`config.mk`:
```
export PLATFORM = sky130hd
export DESIGN_NAME = fabric_frame_loader
export DESIGN_NICKNAME = d
export VERILOG_FILES = /design/src/rtl/fabric_frame_loader.sv
export SDC_FILE = /design/constraint.sdc
export NUM_CORES = 1
export LEC_CHECK = 0
export ABC_AREA = 1
export BUFFER_PORTS_ARGS = -buffer_cell sky130_fd_sc_hd__buf_4
export CAP_MARGIN = 20
export CORE_MARGIN = 10
export CORE_UTILIZATION = 47
export DETAILED_ROUTE_END_ITERATION = 16
export PLACE_DENSITY = 0.76
export SLEW_MARGIN = 10
export SYNTH_ARGS = -nofsm -noshare
export SYNTH_HDL_FRONTEND = slang
export SYNTH_SLANG_ARGS = --single-unit
```
`constraint.sdc`:
```
create_clock -name CLK -period 2.45 [get_ports CLK]
set_clock_uncertainty 0.05 [all_clocks]
set_input_delay 0.3675 -clock CLK [delete_from_list [all_inputs] [get_ports CLK]]
set_output_delay 0.3675 -clock CLK [all_outputs]
set_load 0.1 [all_outputs]
```
`src/rtl/fabric_frame_loader.sv`:
```
// Configuration front-end for the eFPGA: hunts for a sync word, decodes address+data packets,
// assembles a ROWS x 32-bit frame and pulses one FrameSelect bit. Define FRAME_LOADER_CHECKSUM_EN for the XOR checksum word.
module fabric_frame_loader #(
  parameter int          ROWS           = 3,
  parameter int          COLS           = 5,
  parameter int          FRAMES_PER_COL = 36,
  parameter logic [31:0] SYNC_WORD      = 32'hFAB0_FAB1,
  parameter int          DESYNC_BIT     = 20
) (
  input  logic                           CLK,
  input  logic                           RST,
  input  logic [31:0]                    in_data,
  input  logic                           in_valid,
  output logic                           in_ready,
  output logic [ROWS*32-1:0]             FrameRegister,
  output logic [COLS*FRAMES_PER_COL-1:0] FrameSelect,
  output logic                           synced,
  output logic [15:0]                    frames_written,
  output logic                           err
);

  localparam int SEL_W = COLS * FRAMES_PER_COL;
  localparam int K_W   = (ROWS > 1) ? $clog2(ROWS) : 1;
  localparam logic [K_W-1:0] K_LAST = K_W'(ROWS - 1);

  typedef enum logic [2:0] {
    HUNT,
    ADDR,
    DATA,
`ifdef FRAME_LOADER_CHECKSUM_EN
    CHK,
`endif
    STROBE
  } state_t;

  state_t              state_q;
  logic [4:0]          col_q;
  logic [5:0]          frame_q;
  logic [K_W-1:0]      k_q;
  logic [ROWS*32-1:0]  frame_reg_q;
  logic [SEL_W-1:0]    sel_q;
  logic                synced_q;
  logic [15:0]         count_q;
  logic                err_q;
`ifdef FRAME_LOADER_CHECKSUM_EN
  logic [31:0]         csum_q;
`endif

  logic             accept;
  logic             addr_ok;
  logic             strobe_go;
  logic             strobe_good;
  logic [SEL_W-1:0] sel_d;
  int               sel_idx;

  // in_ready is forced low while reset is held so no word is lost to the reset edge
  assign in_ready = !RST && (state_q != STROBE);
  assign accept   = in_valid && in_ready;
  assign addr_ok  = (int'(col_q) < COLS) && (int'(frame_q) < FRAMES_PER_COL);

  always_comb begin
    sel_idx = int'(col_q) * FRAMES_PER_COL + int'(frame_q);
    sel_d   = '0;
    for (int i = 0; i < SEL_W; i++) sel_d[i] = (i == sel_idx);
`ifdef FRAME_LOADER_CHECKSUM_EN
    strobe_go   = accept && (state_q == CHK);
    strobe_good = addr_ok && (in_data == csum_q);
`else
    strobe_go   = accept && (state_q == DATA) && (k_q == K_LAST);
    strobe_good = addr_ok;
`endif
  end

  always_ff @(posedge CLK) begin
    if (RST) begin
      state_q     <= HUNT;
      col_q       <= '0;
      frame_q     <= '0;
      k_q         <= '0;
      frame_reg_q <= '0;
      sel_q       <= '0;
      synced_q    <= 1'b0;
      count_q     <= '0;
      err_q       <= 1'b0;
`ifdef FRAME_LOADER_CHECKSUM_EN
      csum_q      <= '0;
`endif
    end else begin
      sel_q <= '0;
      case (state_q)
        HUNT: if (accept && in_data == SYNC_WORD) begin
          state_q  <= ADDR;
          synced_q <= 1'b1;
        end
        ADDR: if (accept) begin
          if (in_data[DESYNC_BIT]) begin
            state_q  <= HUNT;
            synced_q <= 1'b0;
          end else begin
            col_q   <= in_data[12:8];
            frame_q <= in_data[5:0];
            k_q     <= '0;
            state_q <= DATA;
`ifdef FRAME_LOADER_CHECKSUM_EN
            csum_q  <= in_data;
`endif
          end
        end
        DATA: if (accept) begin
          // First data word of a packet lands in the most significant slice
          frame_reg_q[32*(ROWS-1-int'(k_q)) +: 32] <= in_data;
          k_q <= k_q + 1'b1;
`ifdef FRAME_LOADER_CHECKSUM_EN
          csum_q <= csum_q ^ in_data;
          if (k_q == K_LAST) state_q <= CHK;
`else
          if (k_q == K_LAST) state_q <= STROBE;
`endif
        end
`ifdef FRAME_LOADER_CHECKSUM_EN
        CHK: if (accept) state_q <= STROBE;
`endif
        STROBE: state_q <= ADDR;
        default: state_q <= HUNT;
      endcase

      // Strobe is registered on the accepting edge so it is high for the STROBE cycle only
      if (strobe_go) begin
        if (strobe_good) begin
          sel_q <= sel_d;
          if (count_q != 16'hFFFF) count_q <= count_q + 16'd1;
        end else begin
          err_q <= 1'b1;
        end
      end
    end
  end

  assign FrameRegister  = frame_reg_q;
  assign FrameSelect    = sel_q;
  assign synced         = synced_q;
  assign frames_written = count_q;
  assign err            = err_q;

endmodule
```
==> results of run 1 <==
report_power, final:
part           internal, mW    switching, mW  total [mW]
sequential             5.02  0.0000000000486        5.02
clock                  2.88             2.09        4.96
combinational        0.0610            0.109       0.170
stage by stage:
stage	total power, mW	setup TNS, ns	worst slack, ns	hold slack [ns]	utilization
5_1_grt	10.4	-2.25	-0.0613	0.0866	0.679
4_1_cts	10.2	0	0.00363	0.0738	0.661
3_3_place_gp	5.30	-1.56	-0.0250	0.390	0.607
2_1_floorplan	5.21	0	0.0780	0.437	-
6_report	10.2	0	0.0274	0.0820	0.679
3_5_place_dp	5.30	-9.76	-0.0911	0.389	0.607
cell type report:
| type | count | area [µm²] |
|---|---|---|
| Clock inverter | 17 | 146 |
| Tap cell | 319 | 399 |
| Clock buffer | 44 | 950 |
| Sequential cell | 309 | 6190 |
| Fill cell | 1881 | 7610 |
| Inverter | 72 | 270 |
| Multi-Input combinational cell | 993 | 4680 |
| Timing Repair Buffer | 403 | 3440 |
timing repair:
action	in CTS	in global routing
hold endpoints to repair	0	0
setup endpoints to repair	177	178
setup buffers	7	0
pin swaps	9	10
gates cloned	3	10
gates resized for setup	13	55
cells in the final DEF, fill, tap and decap left out, drive strengths merged, types with 10 or more instances in the layout:
cell and n:
dfxtp 309, nor2 282, a21oi 130, ha 14, clkbuf 51, nand4 10, xor2 10, buf 395
o21ai 17, inv 73, nand3 130, clkinv 14, nand2 382
logic make-up after synthesis:
| group | after synthesis | share of synthesized area |
|---|---|---|
| AND/OR/NAND/NOR | 810 | 0.291 |
| flip-flops | 309 | 0.542 |
| buffers and inverters | 167 | 0.0691 |
| AO/OA/AOI/OAI | 149 | 0.0657 |
| XOR/XNOR | 17 | 0.0130 |
| adder cells (fa/ha/maj) | 16 | 0.0188 |
sequential cells by signal, indices dropped and copies added, names as in the netlist:
name            flops
synced              1
FrameSelect       180
FrameRegister      96
frames_written     16
state_q             2
err                 1
col_q               5
k_q                 2
frame_q             6
critical path, stage by stage, from the launching register on:
cell and delay (ns):
dfxtp_2 0.33, ha_4 0.24, ha_4 0.16, fa_2 0.55, inv_2 0.06, nor2_2 0.12, nand3_1 0.10, nand2_2 0.11
nand3_4 0.14, buf_12 0.19, clkbuf_16 0.16, nor2_1 0.12
how the worst max path moves through the flow:
stage                  start          endpoint  slack [ns]  cells past startpoint
global route        col_q[1]  FrameSelect[148]       -0.06                     12
detailed placement  col_q[1]    FrameSelect[8]       -0.09                     11
CTS                 col_q[4]   FrameSelect[82]       0.004                     11
finish              col_q[1]  FrameSelect[148]        0.03                     11
global placement    col_q[1]    FrameSelect[8]       -0.02                     12
floorplan           col_q[1]    FrameSelect[0]        0.08                     11
routing by layer:
metal	global-route usage	up-vias
li1	-	5301
met1	0.272	5200
met2	0.391	488
met3	0.0811	74
met4	0.0887	0
met5	0	-
==> impl_metrics.json, run 1 <==
{
  "worstHoldPathCells": 3,
  "drc_errors": 0,
  "critical_path_arrival_ns": 2.80,
  "hold_buffers": 0,
  "synth_area_leaders": "dfxtp_1 54%, nand2_1 13%, nor2_1 8.9%, a21oi_1 5.7%, nand3_1 5.5%",
  "synth-edff-count": 0,
  "avgSynthCellArea_um2": 7.78,
  "r2r-end": "FrameSelect[148]",
  "antenna_found_initial": 0,
  "vdd_drop_max_v": 0.000541,
  "route.met2.wl_um": 19400,
  "routed.top_layer": "met4",
  "crit_path_start_kind": "flip-flop",
  "dr_total_vias": 11100,
  "first_pass_iters": 5,
  "r2r_slack_ns": 0.03,
  "reg2reg_depth": 11,
  "stdcell_count": 2157,
  "rsz0062_at_grt": "yes",
  "power_leakage_nw": 7.30,
  "worstReg2RegStart": "col_q[1]",
  "drtAntennaViolNets": 0,
  "synth_warnings": 0,
  "cts.sinks": 309,
  "wl_met1_um": 15000,
  "ys_seq_area_frac": 0.542,
  "yosysTopAreaCellShare": 0.542,
  "final_cell_area_um2": 16100,
  "timing.fmax_mhz": 413,
  "drt_iter0_drc": 813,
  "wl_met3_um": 3920,
  "drive_above_1_share": 0.297,
  "overflow": 0,
  "portBuffers": 329,
  "grt_use_total": 0.234,
  "dp_cells": 2075,
  "cts_tree": "built",
  "worst_pin_slew_ns": 0.504,
  "synth_nets": 1519,
  "die_area_um2": 30900,
  "die_h_um": 176,
  "grt_pass1_vias": 10600,
  "wire_per_inst_um": 18.4,
  "io_pins": 330,
  "required_ns": 2.83,
  "cts_buffers": 34,
  "clk_pin_slew_worst_paths_ns": 0.06,
  "clk_path_buf_depth": 3,
  "synth_common_cells": "382 x nand2_1, 309 x dfxtp_1, 270 x nor2_1, 130 x a21oi_1, 125 x nand3_1",
  "ys_types": 30,
  "synth_top_cell_by_area": "dfxtp_1",
  "row_count": 56,
  "critPathKind": "flip-flop to flip-flop",
  "min_path_type": "primary input to flip-flop",
  "dpl_cell_area_um2": 14400,
  "insertion_delay_ns": 0.52,
  "dp_hpwl_um": 26800,
  "wl_um": 39700,
  "holdPathEnd": "FrameRegister[17]",
  "die_x_um": 176,
  "timing.final.crit_period_ns": 2.42,
  "core_um2": 23700,
  "grt_start_max_net_pins": 114,
  "worst-path-max-fanout": 9,
  "synth_most_common_cell": "nand2_1",
  "status": "finished, final reports clean",
  "worstHoldStart": "in_data[17]",
  "synthArstFlopShare": 0,
  "cts_htree_levels": 2,
  "fin_crit_sh": 0.989,
  "gp_congestion": 0.919,
  "cts_root_buf": "clkbuf_16",
  "synth_seq_cells": 309,
  "start_util": 0.482,
  "grt_pass1_wl_um": 59100,
  "cp-end-kind": "flip-flop",
  "vias_per_cell": 5.13,
  "slew_headroom": 0.663,
  "powerDensity_nw_per_um2": 632,
  "final_max_slew_viol_count": 0,
  "drv_cap": 0,
  "yosys_most_used_dff": "dfxtp_1",
  "hold_viol": 0,
  "setup_viol": 0,
  "syn-instance-count": 1468,
  "antenna_cells": 0,
  "area_delta_synth_final_pct": 40.8,
  "netlist_area_um2": 11400,
  "layout.nets": 1864
}
(Power assumes the default switching activity.)
==> run 2, diff against run 1 <==
--- a/config.mk
+++ b/config.mk
@@ -8,7 +8,6 @@
 export ABC_AREA = 1
 export BUFFER_PORTS_ARGS = -buffer_cell sky130_fd_sc_hd__buf_4
 export CAP_MARGIN = 20
-export CORE_MARGIN = 10
 export CORE_UTILIZATION = 47
 export DETAILED_ROUTE_END_ITERATION = 16
 export PLACE_DENSITY = 0.76
==> constraint.sdc (replaced) <==
create_clock -name CLK -period 2.45 [get_ports CLK]
set_clock_uncertainty 0.05 [all_clocks]
set_input_delay 0.245 -clock CLK [delete_from_list [all_inputs] [get_ports CLK]]
set_output_delay 0.245 -clock CLK [all_outputs]
set_load 0.1 [all_outputs]
==> impl_metrics.json, run 2 (same netlist as run 1, synthesis figures left out) <==
{
  "status": "finished, final reports clean",
  "dp_hpwl_um": 23800,
  "cts_htree_levels": 1,
  "cts_root_buf": "clkbuf_16",
  "required_ns": 2.85,
  "core_um2": 23700,
  "drive_above_1_share": 0.279,
  "vdd_drop_max_v": 0.000536,
  "path_common_cell": "ha_4",
  "cts.sinks": 309,
  "clk_pin_slew_worst_paths_ns": 0.06,
  "final_max_slew_viol_count": 0,
  "slew_headroom": 0.274,
  "cp-end-kind": "flip-flop",
  "r2r-end": "FrameSelect[148]",
  "final_common_cell": "buf_4",
  "dr_total_vias": 11300,
  "grt_use_total": 0.275,
  "worstHoldStart": "RST",
  "setup_viol": 0,
  "rsz0062_at_grt": "yes",
  "cts_buffers": 31,
  "gp_congestion": 0.908,
  "timing.fmax_mhz": 409,
  "largest_reg_flops": 180,
  "worst_pin_slew_ns": 1.09,
  "drc_errors": 0,
  "postLayoutCoreUtil": 0.686,
  "cts_tree": "built",
  "hold_viol": 0,
  "crit_chain": "ha_4 > ha_4 > fa_2 > nand2_1 > inv_1 > nand3_2 > o21a_1 > nand3_4 > buf_6 > clkbuf_16 > nor2_1",
  "drt_iter0_drc": 892,
  "pre_cts_ws_ns": -0.0752,
  "crit_path_start_kind": "flip-flop",
  "die_area_um2": 24900,
  "first_pass_iters": 6,
  "path_delay_family": "adder cells",
  "reg2reg_depth": 11,
  "die_h_um": 158,
  "clk_path_buf_depth": 3,
  "worstReg2RegStart": "col_q[4]",
  "critPathKind": "flip-flop to flip-flop",
  "row_count": 56,
  "holdPathEnd": "k_q[0]",
  "drtAntennaViolNets": 0,
  "most-common-layout-cells": "366 x buf_4, 360 x nand2_1, 305 x dfxtp_1",
  "io_pins": 330,
  "vias_per_cell": 5.17,
  "die_x_um": 158,
  "drv_cap": 0,
  "worst-path-stages": 11,
  "portBuffers": 329,
  "overflow": 0,
  "fin_crit_sh": 0.999,
  "grt_start_max_net_pins": 114,
  "fillers": 1784,
  "wire_per_inst_um": 16.8,
  "insertion_delay_ns": 0.56,
  "wl_um": 36600,
  "worst-path-max-fanout": 23,
  "layout.nets": 1884,
  "final.setup.worst_slack_ns": 0.00292,
  "power_leakage_nw": 7.42,
  "cp_slowest_cell": "fa_2",
  "grt_pass1_wl_um": 54100,
  "antenna_found_initial": 1,
  "start_util": 0.482,
  "worstHoldPathCells": 4,
  "grt_pass1_vias": 10300,
  "min_path_type": "primary input to flip-flop",
  "area_delta_synth_final_pct": 42.2,
  "r2r_slack_ns": 0.003,
  "critical_path_arrival_ns": 2.85,
  "powerDensity_nw_per_um2": 620,
  "path_buf_inv": 3,
  "critical_path.max_stage_delay_ns": 0.57,
  "seq_area_um2": 6190,
  "timing.final.crit_period_ns": 2.45,
  "multi_input_comb_area_um2": 4670
}
[run 2: area by class of cell]
| cell class | instances | area share |
|---|---|---|
| flip-flops and latches | 309 | 0.381 |
| multi-input cells | 992 | 0.287 |
| repair buffers | 427 | 0.226 |
| clock buffers | 43 | 0.0542 |
| well taps | 319 | 0.0246 |
| inverters | 72 | 0.0166 |
| clock inverters | 14 | 0.00986 |
| diodes | 1 | 0.000154 |
[run 2: per-stage QoR]
| stage | setup TNS, ns | instances | power [mW] | hold WS, ns | cell area, µm² |
|---|---|---|---|---|---|
| after global routing | -7.30 | 2177 | 10.3 | 0.0408 | 16200 |
| final | 0 | 2177 | 10.1 | 0.0141 | 16200 |
| after floorplan | 0 | 1468 | 5.21 | 0.343 | 11400 |
| after global placement | -1.05 | 2073 | 5.30 | 0.387 | 14400 |
| after detailed placement | -4.42 | 2073 | 5.30 | 0.393 | 14400 |
| after CTS | -0.411 | 2168 | 10.1 | 0.0133 | 15900 |
[run 2: worst max-delay path by stage]
stage | from | endpoint
after global placement | col_q[1] | FrameSelect[142]
after floorplan | state_q[1] | col_q[2]
final | col_q[4] | FrameSelect[148]
after detailed placement | col_q[1] | FrameSelect[108]
after global routing | col_q[4] | FrameSelect[40]
after CTS | col_q[4] | FrameSelect[73]
[run 2: timing repair]
action | CTS | global route
resized for setup | 7 | 58
buffers inserted | 2 | 5
gates cloned | 3 | 6
pin swaps | 0 | 16
hold buffers | 33 | 0
endpoints found under the hold margin | 44 | 0
endpoints found under the setup margin | 107 | 180
[run 2: metal layers]
metal | global-route usage | vias to the layer above | wire [µm]
met5 | 0 | - | 0
met4 | 0.120 | 0 | 1660
met3 | 0.0610 | 115 | 3370
met2 | 0.469 | 569 | 17600
met1 | 0.332 | 5225 | 14000
li1 | - | 5349 | -
[run 2: tightest hold or removal path, cell delays in order]
cell and delay (ns):
buf_4 0.10, inv_2 0.04, nand4_2 0.12, a21oi_1 0.08
[run 2: report_power, final]
| part | total [mW] | internal [mW] | switching, mW |
|---|---|---|---|
| registers | 5.02 | 5.02 | 0.0000000000443 |
| clock network | 4.83 | 2.83 | 2.00 |
| logic | 0.216 | 0.0949 | 0.121 |
